===== src/rtl/tick_interval_timer.sv =====
`default_nettype none
// ============================================================================
// Module   : tick_interval_timer
// Purpose  : Programmable one-shot / periodic interval timer counting the
//            rising edges of a 10 kHz square wave. The square wave is treated
//            as data in the 1 MHz domain; it is edge-detected and never used
//            as a clock.
// Revision : 1.0 - initial release
// ----------------------------------------------------------------------------
// Ports
//   clk_1m_i     in   1      1 MHz system clock, the only clock
//   rst_i        in   1      synchronous, active-high reset
//   clk_10k_i    in   1      10 kHz square wave, already in clk_1m_i domain
//   start_i      in   1      1-cycle pulse: load interval and (re)start
//   stop_i       in   1      1-cycle pulse: abort timer
//   periodic_i   in   1      sampled at start: 1 = auto-reload, 0 = one-shot
//   load_val_i   in   CNT_W  interval in ticks, sampled at start
//   busy_o       out  1      high while running
//   count_o      out  CNT_W  remaining ticks
//   expire_o     out  1      1-cycle pulse when the interval elapses
// ============================================================================
module tick_interval_timer #(
    parameter int CNT_W = 16
) (
    input  logic             clk_1m_i,
    input  logic             rst_i,
    input  logic             clk_10k_i,
    input  logic             start_i,
    input  logic             stop_i,
    input  logic             periodic_i,
    input  logic [CNT_W-1:0] load_val_i,
    output logic             busy_o,
    output logic [CNT_W-1:0] count_o,
    output logic             expire_o
);

    typedef enum logic [0:0] {
        IDLE = 1'b0,
        RUN  = 1'b1
    } state_t;

    localparam logic [CNT_W-1:0] c_ONE = {{(CNT_W-1){1'b0}}, 1'b1};

    state_t           state_q, state_d;
    logic [CNT_W-1:0] count_q, count_d;
    logic [CNT_W-1:0] load_q,  load_d;
    logic             per_q,   per_d;
    logic             expire_q, expire_d;
    logic             clk_10k_q;
    logic             w_tick;

    // Delayed copy resets high to match the divider's reset-high output, so
    // releasing reset while the square wave is high never fakes a rising edge.
    assign w_tick = clk_10k_i & ~clk_10k_q;

    always_ff @(posedge clk_1m_i) begin
        if (rst_i) begin
            state_q   <= IDLE;
            count_q   <= '0;
            load_q    <= '0;
            per_q     <= 1'b0;
            expire_q  <= 1'b0;
            clk_10k_q <= 1'b1;
        end else begin
            state_q   <= state_d;
            count_q   <= count_d;
            load_q    <= load_d;
            per_q     <= per_d;
            expire_q  <= expire_d;
            clk_10k_q <= clk_10k_i;
        end
    end

    // Priority: stop > start (non-zero load) > tick. A zero-length start is
    // treated as if no start happened, so a tick in that cycle still counts.
    always_comb begin
        state_d  = state_q;
        count_d  = count_q;
        load_d   = load_q;
        per_d    = per_q;
        expire_d = 1'b0;

        if (stop_i) begin
            state_d = IDLE;
            count_d = '0;
        end else if (start_i && (load_val_i != '0)) begin
            state_d = RUN;
            count_d = load_val_i;
            load_d  = load_val_i;
            per_d   = periodic_i;
        end else if ((state_q == RUN) && w_tick) begin
            if (count_q > c_ONE) begin
                count_d = count_q - c_ONE;
            end else begin
                // Last tick of the interval; count never goes below 1 in RUN.
                expire_d = 1'b1;
                if (per_q) begin
                    count_d = load_q;
                end else begin
                    count_d = '0;
                    state_d = IDLE;
                end
            end
        end
    end

    assign busy_o   = (state_q == RUN);
    assign count_o  = count_q;
    assign expire_o = expire_q;

endmodule
`default_nettype wire


===== config.mk =====
export PLATFORM = sky130hd
export DESIGN_NAME = tick_interval_timer
export DESIGN_NICKNAME = d
export VERILOG_FILES = /design/src/rtl/tick_interval_timer.sv
export SDC_FILE = /design/constraint.sdc
export NUM_CORES = 1
export LEC_CHECK = 0
export BUFFER_PORTS_ARGS = -buffer_cell sky130_fd_sc_hd__buf_2
export CAP_MARGIN = 20
export CELL_PAD_IN_SITES_DETAIL_PLACEMENT = 0
export CELL_PAD_IN_SITES_GLOBAL_PLACEMENT = 2
export CORE_MARGIN = 2
export CORE_UTILIZATION = 35
export DETAILED_ROUTE_END_ITERATION = 16
export GPL_TIMING_DRIVEN = 0
export HOLD_SLACK_MARGIN = 0.05
export MAX_ROUTING_LAYER = met4
export PLACE_DENSITY = 0.86
export REMOVE_ABC_BUFFERS = 1
export SKIP_CTS_REPAIR_TIMING = 1
export SLEW_MARGIN = 40
export SYNTH_ARGS = -nofsm -noshare
export SYNTH_HDL_FRONTEND = slang
export SYNTH_SLANG_ARGS = --single-unit

===== constraint.sdc =====
create_clock -name clk_1m_i -period 2.9 [get_ports clk_1m_i]
set_input_delay 0 -clock clk_1m_i [delete_from_list [all_inputs] [get_ports clk_1m_i]]
set_output_delay 0 -clock clk_1m_i [all_outputs]
set_load 0.05 [all_outputs]

# Word level (Yosys, flattened, before mapping)
# Index checks and enable logic that the tools add are counted.
[word_totals]
regBits = 36
inputBits = 22
out_inout_bits = 18
wordCells = 31
[classes]
addsub = 1
n_lt_le_gt_ge = 1
eq_ne = 2
muxes = 9
bitwise = 4
n_reduce_logical = 8
[ops]
columns = ["op", "count"]
rows = [
  ["16-bit 2-to-1 mux", 4],
  ["16-bit by 1-bit greater-than comparator with 1-bit output, second input constant", 1],
  ["16-bit nonzero test", 1],
  ["16-bit by 1-bit subtractor with 16-bit output, second input constant", 1],
  ["1-bit 2-to-1 mux", 5],
  ["4-bit OR reduction", 1],
  ["1-bit NOT", 3],
  ["3-bit AND reduction", 1],
  ["1-bit logical AND", 2],
  ["2-bit by 1-bit != test with 1-bit output, second input constant", 1],
  ["2-bit != test, second input constant", 1],
  ["2-bit AND reduction", 1],
  ["2-bit nonzero test", 1],
  ["2-bit OR reduction", 1],
  ["1-bit AND", 1],
]

# Logic depth before layout (Yosys ltp)
[logic_depth]
word_depth = 5
depth_mapped = 8
ltp_nobuf = 7

# Least setup slack after synthesis
# No wires, ideal clock.
[synth_timing]
path_type = "reg2reg"
from = "reg count_q[1], in the netlist count_o[1]"
to = "reg count_q[4], in the netlist count_o[4]"
setup_time_ns = 0.116
arrival_ns = 2.178
t_required_ns = 2.784
slack_ns = 0.606
path_stages_with_launch = 9
n_path_buf = 1
synth_period_minus_slack_ns = 2.294
path_cell_list = "dfxtp_1 -> inv_1 -> ha_1 -> or2_2 -> and3_1 -> clkbuf_1 -> a221oi_1 -> a211o_1 -> a21oi_1"
[synth_via]
elab_chain_cells = 4
elab_cells_between_ends = 5
cone_classes = "1 x add/sub; 1 x order compare; 3 x mux"
[synth_lines]
columns = ["element", "line_no", "source"]
rows = [
  ["start: declaration", "45", "logic [CNT_W-1:0] count_q, count_d;"],
  ["start signal: assignment", "66", "count_q <= count_d;"],
  ["16-bit by 1-bit subtractor with 16-bit output / 16-bit by 1-bit greater-than comparator with 1-bit output (equally long branches)", "93, 92", ""],
  ["16-bit 2-to-1 mux *", "92", "if (count_q > c_ONE) begin"],
  ["16-bit 2-to-1 mux *", "91", "end else if ((state_q == RUN) && w_tick) begin"],
  ["16-bit 2-to-1 mux *", "86", "end else if (start_i && (load_val_i != '0)) begin"],
]
# Every way passes the cells marked *; elsewhere a longest branch is shown, timed or not. The select of a mux whose other input is x is not followed.
# A chain may end at the register's enable or synchronous reset.

# Worst setup path after layout
[layout_timing]
from = "reg count_q[11], in the netlist count_o[11]"
to = "reg state_q, in the netlist busy_o"
[layout_via]
elab_chain_cells = 3
[layout_lines]
columns = ["element", "line_no", "source"]
rows = [
  ["16-bit by 1-bit greater-than comparator with 1-bit output", "92", ""],
  ["2-bit != test (no source line)", "-", ""],
  ["3-bit AND reduction (no source line)", "-", ""],
  ["end signal: assignment", "65", "state_q <= state_d;"],
  ["end: declaration", "44", "state_t state_q, state_d;"],
]
# Every way passes these cells.

==> results.yml <==
global_routing:
  met1_usage_pct: 29.4
  antenna_found_initial: 0
  grt_max_degree: 21
  grt_usage_pct: 19.7
  grt_pass1_vias: 1994
  grt-ovfl-total: 0
  grtUsageMet2_pct: 27.8
  use_met3_pct: 2.97
  grt-busiest-layer: "met1"
  grt_pass1_wl_mm: 10.7
drt:
  ant_nets: 0
  drtIter0Drc: 178
  drtPass1Iterations: 4
  drc: 0
  drt-wirelength-per-cell_um: 17.1
  vias_per_cell: 5.52
  vias: 2175
  wirelength_mm: 6.73
worst_setup_path:
  reg2reg_from: "count_o[11]$_SDFFE_PP0P_"
  cp-start-kind: "register"
  rrSetupSlack_ns: 0.22
  max_stage_delay_ns: 0.69
  endpoint_kind: "register"
  startpoint: "count_o[11]$_SDFFE_PP0P_"
  worst-r2r-cell-count: 5
  worstPathArrival_ns: 2.86
  worstReg2RegEnd: "busy_o$_SDFFE_PP0P_"
  crit_path_max_fanout: 13
  path_class: "reg2reg"
  critPathSlowestCell: "nor4_4"
  cp_cell_sequence: "or4_4 -> nor4_4 -> nand3_1 -> o31ai_1 -> a21oi_1"
  worst_ep_required_time_ns: 3.08
clock_network:
  cts_tree: "yes"
  cts_root_buf: "clkbuf_8"
  cts.sinks: 36
  clk_pin_slew_worst_paths_ns: 0.07
  clockBufferDepth: 2
  cts_buffers: 5
  htree_levels: 2
  insertion_delay_ns: 0.29
sta:
  worst_clock_skew_ns: 0.0106
  rsz0062_at_grt: "no"
  tightest_slew_ns: 0.798
  drv_slew: 0
  fin_crit_ns: 2.68
  slew_headroom_pct: 46.4
  setup_viol: 0
  fmax_mhz: 373
  finalCritPeriodShare_pct: 92.5
  final-hold-violation-count: 0
pwr:
  power_density_nw_per_um2: 460
  p_leak_nw: 1.04
  vdd_drop_max_v: 0.000257
placement:
  portBuffers: 39
  placed_cell_area_um2: 2420
  hpwl_mm: 4.73
  place.gp.congestion: 0.815
synthesis:
  netlist_top_cells_area: "dfxtp_1 32%, nand2_1 7.1%, a21oi_1 6.3%, a21oi_2 3.9%, nand2_2 2.8%"
  yosysTopAreaCellShare_pct: 32.3
  synthArstFlopShare_pct: 0
  synth_seq_cells: 36
  syn_inst: 269
  yosys_warnings: 0
  syn_area_um2: 2230
  yosys.area.top_type: "dfxtp_1"
  yosysSeqAreaShare_pct: 32.3
  synth-edff-count: 0
  synth_ff_type: "dfxtp_1"
  syn-mean-instance-area_um2: 8.29
  yosys.cell_types.count: 58
layout:
  drive_gt1_share_pct: 29.0
  area_delta_synth_final_pct: 20.7
  fin_util_pct: 43.1
  diodes: 0
  fillCellCount: 677
  nets: 341
  finalInstanceArea_um2: 2690
die:
  rows: 29
  die_area_um2: 7030
  start_util_pct: 35.7
  die_y_um: 83.8
  core_area_um2: 6240
  io_pins: 40
  fp.dieW_um: 83.8
run_status:
  outcome: "finished, final reports clean"
hold_path:
  holdPathEnd: "count_o[3]$_SDFFE_PP0P_"
  hold_depth: 3
  hold_path_class: "in2reg"
  hold_start: "start_i"
run:
  cap_violations: 0
==> state kept, by name (all words and copies together) (netlist names) <==
name	count
busy_o	1
clk_10k_q	1
per_q	1
expire_o	1
load_q	16
count_o	16
==> placed cells by master, fill, tap and decap left out, types with 3 or more instances in the layout <==
| cell | count |
|---|---|
| nand2_1 | 42 |
| clkbuf_8 | 7 |
| buf_2 | 39 |
| nor3_2 | 3 |
| nor3_1 | 9 |
| and3_1 | 4 |
| nand4_1 | 6 |
| xnor2_1 | 4 |
| or4_4 | 4 |
| a31oi_1 | 5 |
| nor2_1 | 6 |
| nand3_1 | 10 |
| xor2_1 | 4 |
| nand2_2 | 10 |
| or2_2 | 4 |
| dlygate4sd3_1 | 18 |
| or4_1 | 3 |
| a21oi_1 | 28 |
| a22oi_1 | 3 |
| o211ai_1 | 6 |
| a21oi_2 | 10 |
| dfxtp_1 | 36 |
| o21ai_0 | 11 |
==> worst max path at each step <==
stage,to,cells past startpoint
finish,busy_o$_SDFFE_PP0P_,5
global placement,load_q[7]$_SDFFE_PP0P_,6
CTS,busy_o$_SDFFE_PP0P_,5
floorplan,busy_o$_SDFFE_PP0P_,5
detailed placement,busy_o$_SDFFE_PP0P_,5
global route,busy_o$_SDFFE_PP0P_,5
==> cells by family (layout without fill, tap and decap cells) <==
logic type	Yosys count	in the layout	synth area share, %
buffers and inverters	21	69	6.90
muxes	1	1	0.449
adders and majority gates	2	2	1.12
DFF	36	36	32.3
AOI/OAI and AO/OA	86	86	26.9
and+or+nand+nor	115	115	29.2
xor gates and xnor gates	8	8	3.14
==> critical path: cells and delay by family, from the launching register on <==
family,cells,cell delay (ns)
and+or+nand+nor,3,1.78
AOI/OAI and AO/OA,2,0.41
DFF,1,0.38
==> metrics by stage <==
stage | cells | hold slack (ns) | worst slack (ns) | total power [mW] | setup TNS, ns
2_1_floorplan | 250 | 0.0624 | 0.500 | 0.742 | 0
3_5_place_dp | 369 | 0.216 | 0.283 | 0.837 | 0
3_3_place_gp | 366 | 0.214 | -0.523 | 0.833 | -8.67
6_report | 394 | 0.0497 | 0.217 | 1.24 | 0
5_1_grt | 394 | 0.0798 | 0.0288 | 1.30 | 0
4_1_cts | 376 | -0.0902 | 0.271 | 1.23 | 0
==> where the power goes <==
part           internal [mW]  switching, mW  leakage, nW  total (mW)
sequential             0.515         0.0266        0.294       0.542
clock                  0.212          0.180       0.0503       0.392
combinational          0.114          0.192        0.698       0.306
total                  0.840          0.399         1.04        1.24
==> final cells by class <==
cell class              instances  area (µm²)  share of cell area (%)
flip-flops and latches         36         721                    26.8
multi-input cells             212        1370                    50.9
well taps                      77        96.3                    3.58
repair buffers                 60         402                    14.9
clock buffers                   7        96.3                    3.58
inverters                       2        7.51                   0.279
==> cells in the mapped netlist (2+ instances only) <==
cell type and n:
or4_1 3, buf_6 3, o21ai_0 11, nor3_2 3, xor2_1 4, nor2_1 7, a31o_1 2, a211o_1 2
or2_2 4, o211ai_1 6, xnor2_1 4, nor3_1 9, or4_4 4, ha_1 2, o21a_1 2, nor4_1 2
and3_1 4, nand2_1 42, dfxtp_1 36, o21ai_1 2, clkbuf_1 9, clkbuf_8 3, inv_1 2, nand3_1 10
a31oi_1 5, nand2_2 10, buf_2 2, a21oi_1 28, nand4_1 6, a211oi_2 2, a21o_1 2, a21oi_2 10
a22oi_1 3
==> layer usage <==
metal  up-vias  routed length [µm]  share of wire, %
li1       1088                   -                 -
met1      1032                3350                50
met2        49                3060                45
met3         6                 235               3.5
met4         0                  81               1.2
met5         -                   0                 0
Power figures use the tool's default switching activity.
